===== config.mk =====
export PLATFORM = sky130hd
export DESIGN_NAME = r2r_adc_scan_scheduler
export DESIGN_NICKNAME = d
export VERILOG_FILES = /design/src/rtl/r2r_adc_scan_scheduler_pkg.sv /design/src/rtl/r2r_adc_scan_scheduler_rr_next_ch.sv /design/src/rtl/r2r_adc_scan_scheduler.sv
export SDC_FILE = /design/constraint.sdc
export NUM_CORES = 1
export LEC_CHECK = 0
export CAP_MARGIN = 20
export CELL_PAD_IN_SITES_DETAIL_PLACEMENT = 1
export CELL_PAD_IN_SITES_GLOBAL_PLACEMENT = 1
export CORE_ASPECT_RATIO = 1.25
export CORE_MARGIN = 2
export CORE_UTILIZATION = 35
export DETAILED_ROUTE_END_ITERATION = 12
export MAX_ROUTING_LAYER = met4
export PLACE_DENSITY_LB_ADDON = 0.1
export SLEW_MARGIN = 10
export SYNTH_ARGS = -nofsm -noshare
export SYNTH_HDL_FRONTEND = slang
export SYNTH_HIERARCHICAL = 1
export SYNTH_SLANG_ARGS = --single-unit

===== constraint.sdc =====
create_clock -name clk -period 6 [get_ports clk]
set_input_delay 1.5 -clock clk [delete_from_list [all_inputs] [get_ports clk]]
set_output_delay 1.5 -clock clk [all_outputs]
set_load 0.03 [all_outputs]

===== src/rtl/r2r_adc_scan_scheduler_pkg.sv =====
// Shared types and constants for the R2R ADC scan scheduler.
//   sched_state_t : scheduler FSM state encoding
//   ADC_CODE_W    : width of the ADC conversion code
//   DEF_*         : default values for the top-level parameters
package r2r_sched_pkg;

  localparam int ADC_CODE_W        = 8;
  localparam int DEF_NUM_CH        = 4;
  localparam int DEF_SETTLE_CYCLES = 1000;
  localparam int DEF_DISCARD       = 1;
  localparam int DEF_AVG_LOG2      = 2;

  typedef enum logic [2:0] {
    ST_IDLE,
    ST_SWITCH,
    ST_SETTLE,
    ST_DISCARD,
    ST_ACCUM,
    ST_STORE,
    ST_NEXT
  } sched_state_t;

endpackage


===== src/rtl/r2r_adc_scan_scheduler_rr_next_ch.sv =====
// Combinational round-robin channel finder.
//   mask     in  : channels eligible for the scan
//   cur      in  : current channel index
//   next_idx out : first set mask bit strictly after cur, wrapping
//   wrapped  out : the search passed the top channel (includes landing on cur)
//   none     out : mask is empty
module r2r_rr_next_ch
  import r2r_sched_pkg::*;
#(
  parameter int NUM_CH = DEF_NUM_CH
) (
  input  logic [NUM_CH-1:0]         mask,
  input  logic [$clog2(NUM_CH)-1:0] cur,
  output logic [$clog2(NUM_CH)-1:0] next_idx,
  output logic                      wrapped,
  output logic                      none
);

  localparam int IW = $clog2(NUM_CH);

  logic              found_after;
  logic [NUM_CH-1:0] sh;

  // Descending loops so the lowest qualifying index is the last one written.
  always_comb begin
    next_idx    = '0;
    found_after = 1'b0;
    sh          = '0;
    for (int i = NUM_CH - 1; i >= 0; i--) begin
      sh = mask >> i;
      if (sh[0] && (i > int'(cur))) begin
        next_idx    = i[IW-1:0];
        found_after = 1'b1;
      end
    end
    if (!found_after) begin
      for (int i = NUM_CH - 1; i >= 0; i--) begin
        sh = mask >> i;
        if (sh[0]) next_idx = i[IW-1:0];
      end
    end
    none    = (mask == '0);
    wrapped = !found_after && !none;
  end

endmodule


===== src/rtl/r2r_adc_scan_scheduler.sv =====
// Round-robin scan scheduler for the shared R2R ADC.
// Selects each enabled mux channel in turn, waits out settling and stale
// conversions, averages 2^AVG_LOG2 codes and stores one result per channel.
//   clk, reset (sync, active-low)   : clock and reset
//   enable, ch_mask, sar_mode_req   : scan control
//   adc_ready, adc_code             : conversion stream from the ADC
//   mux_sel, sar_mode               : drives to the analog mux / ADC
//   busy                            : FSM not idle
//   result_valid/ch/data            : one-cycle result strobe
//   scan_done                       : end of a full pass
//   rd_ch -> rd_data, rd_fresh      : combinational result bank read
//
// state   | meaning
// IDLE    | not scanning
// SWITCH  | load mux_sel/sar_mode, clear accumulator
// SETTLE  | wait SETTLE_CYCLES after a switch
// DISCARD | drop DISCARD stale conversions
// ACCUM   | sum 2^AVG_LOG2 conversions
// STORE   | write the bank entry, result strobe out
// NEXT    | pick the next channel or go idle
module r2r_adc_scan_scheduler
  import r2r_sched_pkg::*;
#(
  parameter int NUM_CH        = DEF_NUM_CH,
  parameter int SETTLE_CYCLES = DEF_SETTLE_CYCLES,
  parameter int DISCARD       = DEF_DISCARD,
  parameter int AVG_LOG2      = DEF_AVG_LOG2
) (
  input  logic                      clk,
  input  logic                      reset,
  input  logic                      enable,
  input  logic [NUM_CH-1:0]         ch_mask,
  input  logic                      sar_mode_req,
  input  logic                      adc_ready,
  input  logic [ADC_CODE_W-1:0]     adc_code,
  input  logic [$clog2(NUM_CH)-1:0] rd_ch,
  output logic [$clog2(NUM_CH)-1:0] mux_sel,
  output logic                      sar_mode,
  output logic                      busy,
  output logic                      result_valid,
  output logic [$clog2(NUM_CH)-1:0] result_ch,
  output logic [ADC_CODE_W-1:0]     result_data,
  output logic                      scan_done,
  output logic [ADC_CODE_W-1:0]     rd_data,
  output logic                      rd_fresh
);

  localparam int IW    = $clog2(NUM_CH);
  localparam int DEPTH = 1 << IW;
  localparam int ACC_W = ADC_CODE_W + AVG_LOG2;
  localparam int SW    = $clog2(SETTLE_CYCLES + 1);
  localparam int CW    = AVG_LOG2 + 1;

  localparam logic [SW-1:0] SETTLE_LOAD = SW'(SETTLE_CYCLES - 1);
  localparam logic [3:0]    DISC_LOAD   = 4'(DISCARD - 1);
  localparam logic [CW-1:0] SAMP_LOAD   = CW'((1 << AVG_LOG2) - 1);

  sched_state_t state, state_nxt;

  logic [IW-1:0]    tgt;
  logic [SW-1:0]    settle_cnt;
  logic [3:0]       disc_cnt;
  logic [CW-1:0]    samp_cnt;
  logic [ACC_W-1:0] acc;
  logic [ACC_W-1:0] acc_sum;

  // Bank padded to a power of two so any rd_ch is a legal index; the
  // padding entries are never written and read back as zero.
  logic [DEPTH-1:0][ADC_CODE_W-1:0] bank;
  logic [DEPTH-1:0]                 fresh;

  logic [IW-1:0] rr_cur;
  logic [IW-1:0] nxt_idx;
  logic          nxt_wrap;
  logic          mask_none;

  // From IDLE the target may be mux_sel itself, so search from one below it.
  assign rr_cur = (state != ST_IDLE) ? mux_sel :
                  (mux_sel == '0)    ? IW'(NUM_CH - 1) : mux_sel - IW'(1);

  r2r_rr_next_ch #(.NUM_CH(NUM_CH)) u_rr (
    .mask     (ch_mask),
    .cur      (rr_cur),
    .next_idx (nxt_idx),
    .wrapped  (nxt_wrap),
    .none     (mask_none)
  );

  assign acc_sum = acc + ACC_W'(adc_code);
  assign rd_data  = bank[rd_ch];
  assign rd_fresh = fresh[rd_ch];

  always_ff @(posedge clk) begin
    if (!reset) state <= ST_IDLE;
    else        state <= state_nxt;
  end

  always_comb begin
    state_nxt = state;
    busy      = (state != ST_IDLE);
    scan_done = 1'b0;
    case (state)
      ST_IDLE:    if (enable && !mask_none) state_nxt = ST_SWITCH;
      ST_SWITCH:  state_nxt = ST_SETTLE;
      ST_SETTLE:  if (settle_cnt == '0) state_nxt = (DISCARD == 0) ? ST_ACCUM : ST_DISCARD;
      ST_DISCARD: if (adc_ready && disc_cnt == '0) state_nxt = ST_ACCUM;
      ST_ACCUM:   if (adc_ready && samp_cnt == '0) state_nxt = ST_STORE;
      ST_STORE:   state_nxt = ST_NEXT;
      ST_NEXT: begin
        if (!enable || mask_none) begin
          state_nxt = ST_IDLE;
        end else begin
          // Landing back on mux_sel always reports wrapped.
          scan_done = nxt_wrap;
          if (nxt_idx == mux_sel && sar_mode_req == sar_mode) state_nxt = ST_ACCUM;
          else                                                state_nxt = ST_SWITCH;
        end
      end
      default:    state_nxt = ST_IDLE;
    endcase
  end

  always_ff @(posedge clk) begin
    if (!reset) begin
      mux_sel      <= '0;
      sar_mode     <= 1'b0;
      tgt          <= '0;
      settle_cnt   <= '0;
      disc_cnt     <= '0;
      samp_cnt     <= '0;
      acc          <= '0;
      result_valid <= 1'b0;
      result_ch    <= '0;
      result_data  <= '0;
      bank         <= '0;
      fresh        <= '0;
    end else begin
      result_valid <= 1'b0;
      case (state)
        ST_IDLE: tgt <= nxt_idx;
        ST_SWITCH: begin
          mux_sel    <= tgt;
          sar_mode   <= sar_mode_req;
          acc        <= '0;
          settle_cnt <= SETTLE_LOAD;
          disc_cnt   <= DISC_LOAD;
          samp_cnt   <= SAMP_LOAD;
        end
        ST_SETTLE: if (settle_cnt != '0) settle_cnt <= settle_cnt - SW'(1);
        ST_DISCARD: if (adc_ready) disc_cnt <= disc_cnt - 4'd1;
        ST_ACCUM: begin
          if (adc_ready) begin
            acc      <= acc_sum;
            samp_cnt <= samp_cnt - CW'(1);
            // The average is formed on the final sample so the strobe and
            // data are already registered during STORE.
            if (samp_cnt == '0) begin
              result_valid <= 1'b1;
              result_ch    <= mux_sel;
              result_data  <= acc_sum[ACC_W-1 -: ADC_CODE_W];
            end
          end
        end
        ST_STORE: begin
          bank[mux_sel]  <= result_data;
          fresh[mux_sel] <= 1'b1;
        end
        ST_NEXT: begin
          tgt      <= nxt_idx;
          acc      <= '0;
          samp_cnt <= SAMP_LOAD;
        end
        default: ;
      endcase
    end
  end

endmodule


Yosys cells after proc, flatten, opt, wreduce, memory -nomap -nowiden
Index checks and enable logic that the tools add are counted.
{"block": "word_totals", "inputBits": 19, "reg_bits": 82}
{"block": "classes", "n_reduce_logical": 32, "mux": 40, "n_lt_le_gt_ge": 6, "eq_ne": 15, "add_sub_neg": 5, "n_bitwise": 1}
{"op": "10-bit one-hot mux with 2 select lines", "n": 2}
{"op": "32-bit bitwise mux", "n": 1}
{"op": "3-bit 2-to-1 mux", "n": 7}
{"op": "3-bit one-hot mux with 7 select lines", "n": 1}
{"op": "10-bit 2-to-1 mux", "n": 2}
{"op": "2-bit 2-to-1 mux", "n": 10}
{"op": "8-bit binary-select mux with 2-bit select", "n": 1}
{"op": "8-bit demux with 2-bit select", "n": 1}
{"op": "8-bit 2-to-1 mux", "n": 2}
{"op": "2-bit != test (second input constant)", "n": 7}
{"op": "10-bit by 8-bit adder with 10-bit output", "n": 1}
{"op": "10-bit zero test", "n": 1}
{"op": "10-bit nonzero test", "n": 1}
{"op": "10-bit by 1-bit subtractor with 10-bit output (second input constant)", "n": 1}
{"op": "3-bit == test (second input constant)", "n": 3}
{"op": "1-bit logical AND", "n": 9}
{"op": "4-bit zero test", "n": 2}
{"op": "1-bit 2-to-1 mux", "n": 8}
{"op": "4-bit one-hot mux with 2 select lines", "n": 1}
{"op": "3-bit by 2-bit == test with 1-bit output (second input constant)", "n": 2}
{"op": "3-bit zero test", "n": 2}
{"op": "2-bit by 3-bit < comparator with 1-bit output (second input constant)", "n": 2}
{"op": "3-bit one-hot mux with 2 select lines", "n": 1}
{"op": "2-bit AND reduction", "n": 3}
{"op": "other kinds (21)", "n": 28}

Longest topological paths before layout
{"block": "depth", "depth_word": 18, "mapped_depth": 13, "mapped_depth_nobuf": 11}

Modules after synthesis
The synthesis kept the hierarchy.
{"module": "r2r_adc_scan_scheduler", "cells_per_inst": 498, "instances": 1, "area_per_inst_um2": 4152.7}
{"module": "r2r_rr_next_ch", "cells_per_inst": 16, "instances": 1, "area_per_inst_um2": 100.1}

Worst setup path before layout
No wires, ideal clock.
{"block": "synth_timing", "path_kind": "input -> output", "start": "input port rd_ch[0]", "end": "output port rd_data[0]", "cell_stages": 2, "path_slack_ps": 1856, "t_arrival_ps": 2644, "cell_sequence": "clkbuf_1 > mux4_2"}
{"block": "synth_via", "elab_chain_cells": 2}
{"element": "start: declaration", "line": "r2r_adc_scan_scheduler.sv:36", "source": "input logic [$clog2(NUM_CH)-1:0] rd_ch,"}
{"element": "8-bit binary-select mux with 2-bit select", "line": "r2r_adc_scan_scheduler.sv:90", "source": "assign rd_data = bank[rd_ch];"}
{"element": "8-bit 2-to-1 mux (implied by the code)", "line": "r2r_adc_scan_scheduler.sv:90"}
{"element": "end: declaration", "line": "r2r_adc_scan_scheduler.sv:44", "source": "output logic [ADC_CODE_W-1:0] rd_data,"}
No other way between the ends. The select of a mux whose other input is x is not followed.

Worst setup path in the final report
{"block": "layout_timing", "start": "input port rd_ch[0]", "end": "output port rd_data[5]"}
Same word-level chain as after synthesis.

==> impl_metrics.json <==
{
  "grt_pass1_vias": 3829,
  "tns_ns": 0,
  "hold_viol_final": 0,
  "port_buffers": 43,
  "synth_commonest_cells": "100 x nand2_1, 82 x dfxtp_1, 55 x a21oi_1",
  "routed_wl_um": 11700,
  "yosys.cell_count.top_type": "nand2_1",
  "postCtsHoldBufs": 0,
  "slew_headroom": 0.354,
  "ys_seq_area_frac": 0.386,
  "final_util": 0.426,
  "clk_pin_slew_worst_paths_ns": 0.06,
  "place_inst": 695,
  "clock_sinks": 82,
  "drive_gt1_frac": 0.0841,
  "syn2layout_area_growth_pct": 20.1,
  "syn_area_um2": 4250,
  "yosysTopAreaCellShare": 0.386,
  "synth_cell_types": 65,
  "skew_ns": 0.00730,
  "ios": 44,
  "die_area_um2": 13100,
  "synthTopCellsByArea": "dfxtp_1 39%, nand2_1 8.8%, a21oi_1 6.5%",
  "holdWs_ns": 0.456,
  "grt_usage": 0.192,
  "setup_slack_ns": 0.918,
  "die_w_um": 103,
  "leakage_nw": 1.77,
  "hp-start": "tgt[1]",
  "dr.pass1.iters": 4,
  "clock.fmax_ghz": 0.197,
  "cts_tree": "built",
  "cp-start-kind": "primary input",
  "clk_path_buf_depth": 2,
  "fillerInstances": 1433,
  "use_met1": 0.216,
  "fin_cells": 711,
  "tightest_slew_ns": 0.961,
  "insertedDiodeCount": 0,
  "worst-setup-path-type": "in2out",
  "first_iter_violations": 72,
  "min_period_over_period": 0.847,
  "drv_cap": 0,
  "met2_usage": 0.345,
  "grt_max_degree": 42,
  "synth_edf_count": 0,
  "grt_overflow": 0,
  "path_max_fanout": 9,
  "drv_slew": 0,
  "synth_ff_type": "dfxtp_1",
  "htree_levels": 3,
  "initial_utilization": 0.355,
  "hold_path_end": "mux_sel[1]",
  "dp_hpwl_um": 8630,
  "power_density_nw_per_um2": 368,
  "syn_inst": 514,
  "num-nets-final": 579,
  "rr_endpoint": "state[0]",
  "viasPerCell": 5.40,
  "wl_per_cell_um": 16.5,
  "post_cts_resized": 0,
  "synth-async-reset-ratio": 0,
  "cp-startpoint": "rd_ch[0]",
  "grt_setup_unrepaired": "no",
  "ant_nets": 0,
  "setup_violations": 0,
  "dr_total_vias": 3837,
  "drc": 0,
  "ys_seq_elements": 82,
  "min_period_ns": 5.08,
  "grt_pass1_wl_um": 19200,
  "r2r_slack_ns": 3.46,
  "postCtsSetupBuffers": 0,
  "cp_data_arrival_time_ns": 3.58,
  "cts.root.buffer_cell": "clkbuf_16",
  "max-vdd-ir-drop_mv": 0.195,
  "antenna_found_initial": 0,
  "grt-busiest-layer": "met2",
  "synth_warnings": 6,
  "syn_avg_cell_area_um2": 8.27,
  "min_path_type": "reg2reg",
  "hold_path_depth": 2,
  "dp_slack_ns": 0.885,
  "numCtsBuffers": 9,
  "status": "finished, final reports clean",
  "use_met3": 0.0356,
  "syn_nets": 551,
  "regToRegStartpoint": "state[1]",
  "core_region_area_um2": 12000,
  "crit_required_ns": 4.50,
  "yosys.area.top_type": "dfxtp_1",
  "fp.dieH_um": 127,
  "num_rows": 45,
  "rr_worst_depth": 11,
  "cp-end-kind": "primary output",
  "clock_latency_ns": 0.34,
  "gp_congestion": 0.783
}
-- area by class of cell --
cell class | instances | area, um2 | area share
Clock buffer | 9 | 225 | 0.0441
Clock inverter | 7 | 76.3 | 0.0149
Inverter | 20 | 75.1 | 0.0147
Multi-Input combinational cell | 382 | 2420 | 0.474
Sequential cell | 82 | 1640 | 0.321
Tap cell | 164 | 205 | 0.0402
Timing Repair Buffer | 47 | 460 | 0.0902
-- cell families after synthesis --
logic type | after synthesis | synth area share
flip-flops | 82 | 0.386
XOR/XNOR | 5 | 0.0103
multiplexers | 12 | 0.0550
AO/OA/AOI/OAI | 128 | 0.202
adder cells (fa/ha/maj) | 18 | 0.0547
buffers and inverters | 50 | 0.0459
AND/OR/NAND/NOR | 219 | 0.246
-- registers in the layout (all words and copies together) (netlist names) --
signal	flops
acc	10
bank	32
disc_cnt	4
fresh	4
mux_sel	2
result_ch	2
result_data	8
result_valid	1
samp_cnt	3
sar_mode	1
settle_cnt	10
state	3
tgt	2
-- report_power, final --
group | total (W) | switching (W) | internal, W
clock network | 0.000563 | 0.000238 | 0.000326
logic | 0.000631 | 0.000379 | 0.000252
registers | 0.000684 | 0.0000822 | 0.000602
-- cell usage in the layout, fill, tap and decap left out, types with 3 or more instances in the layout --
cell	n
a22oi_1	3
o21ai_0	6
buf_4	4
and2_1	4
clkdlybuf4s50_1	43
nand3_1	18
o31ai_1	7
nor4_2	3
a221oi_1	3
or3_1	5
a21o_1	4
dfxtp_1	82
mux4_2	9
nor2_1	35
and3_1	3
a21oi_1	55
nand4_1	6
inv_1	17
a311oi_1	3
ha_1	17
nor4_1	4
or4_1	3
inv_2	3
nor3_1	15
nand2b_1	5
xnor2_1	4
nand2_1	100
o2111ai_1	3
a211oi_1	14
o311ai_0	7
clkbuf_16	9
o211ai_1	3
-- metal layers --
| layer | wire length, um | vias to the layer above | share of wire |
|---|---|---|---|
| li1 | - | 1911 | - |
| met1 | 5110 | 1879 | 0.44 |
| met2 | 6220 | 34 | 0.53 |
| met3 | 245 | 13 | 0.021 |
| met4 | 133 | 0 | 0.011 |
| met5 | 0 | - | 0 |
-- critical path: stages --
cell	delay, ns
clkdlybuf4s50_1	0.88
mux4_2	0.59
clkdlybuf4s50_1	0.61
-- how the worst max path moves through the flow --
stage	end	slack, ns	depth (start not counted)
floorplan	rd_data[0]	1.86	2
global route	rd_data[3]	0.82	3
CTS	rd_data[5]	0.89	3
detailed placement	rd_data[5]	0.89	3
finish	rd_data[5]	0.92	3
global placement	rd_fresh	0.91	3
-- stage by stage --
stage          power [W]  instance area, um2
6_report         0.00188                5110
5_1_grt          0.00201                5110
4_1_cts          0.00190                5110
3_5_place_dp     0.00133                4800
3_3_place_gp     0.00131                4800
2_1_floorplan    0.00115                4250
(Power assumes the default switching activity.)
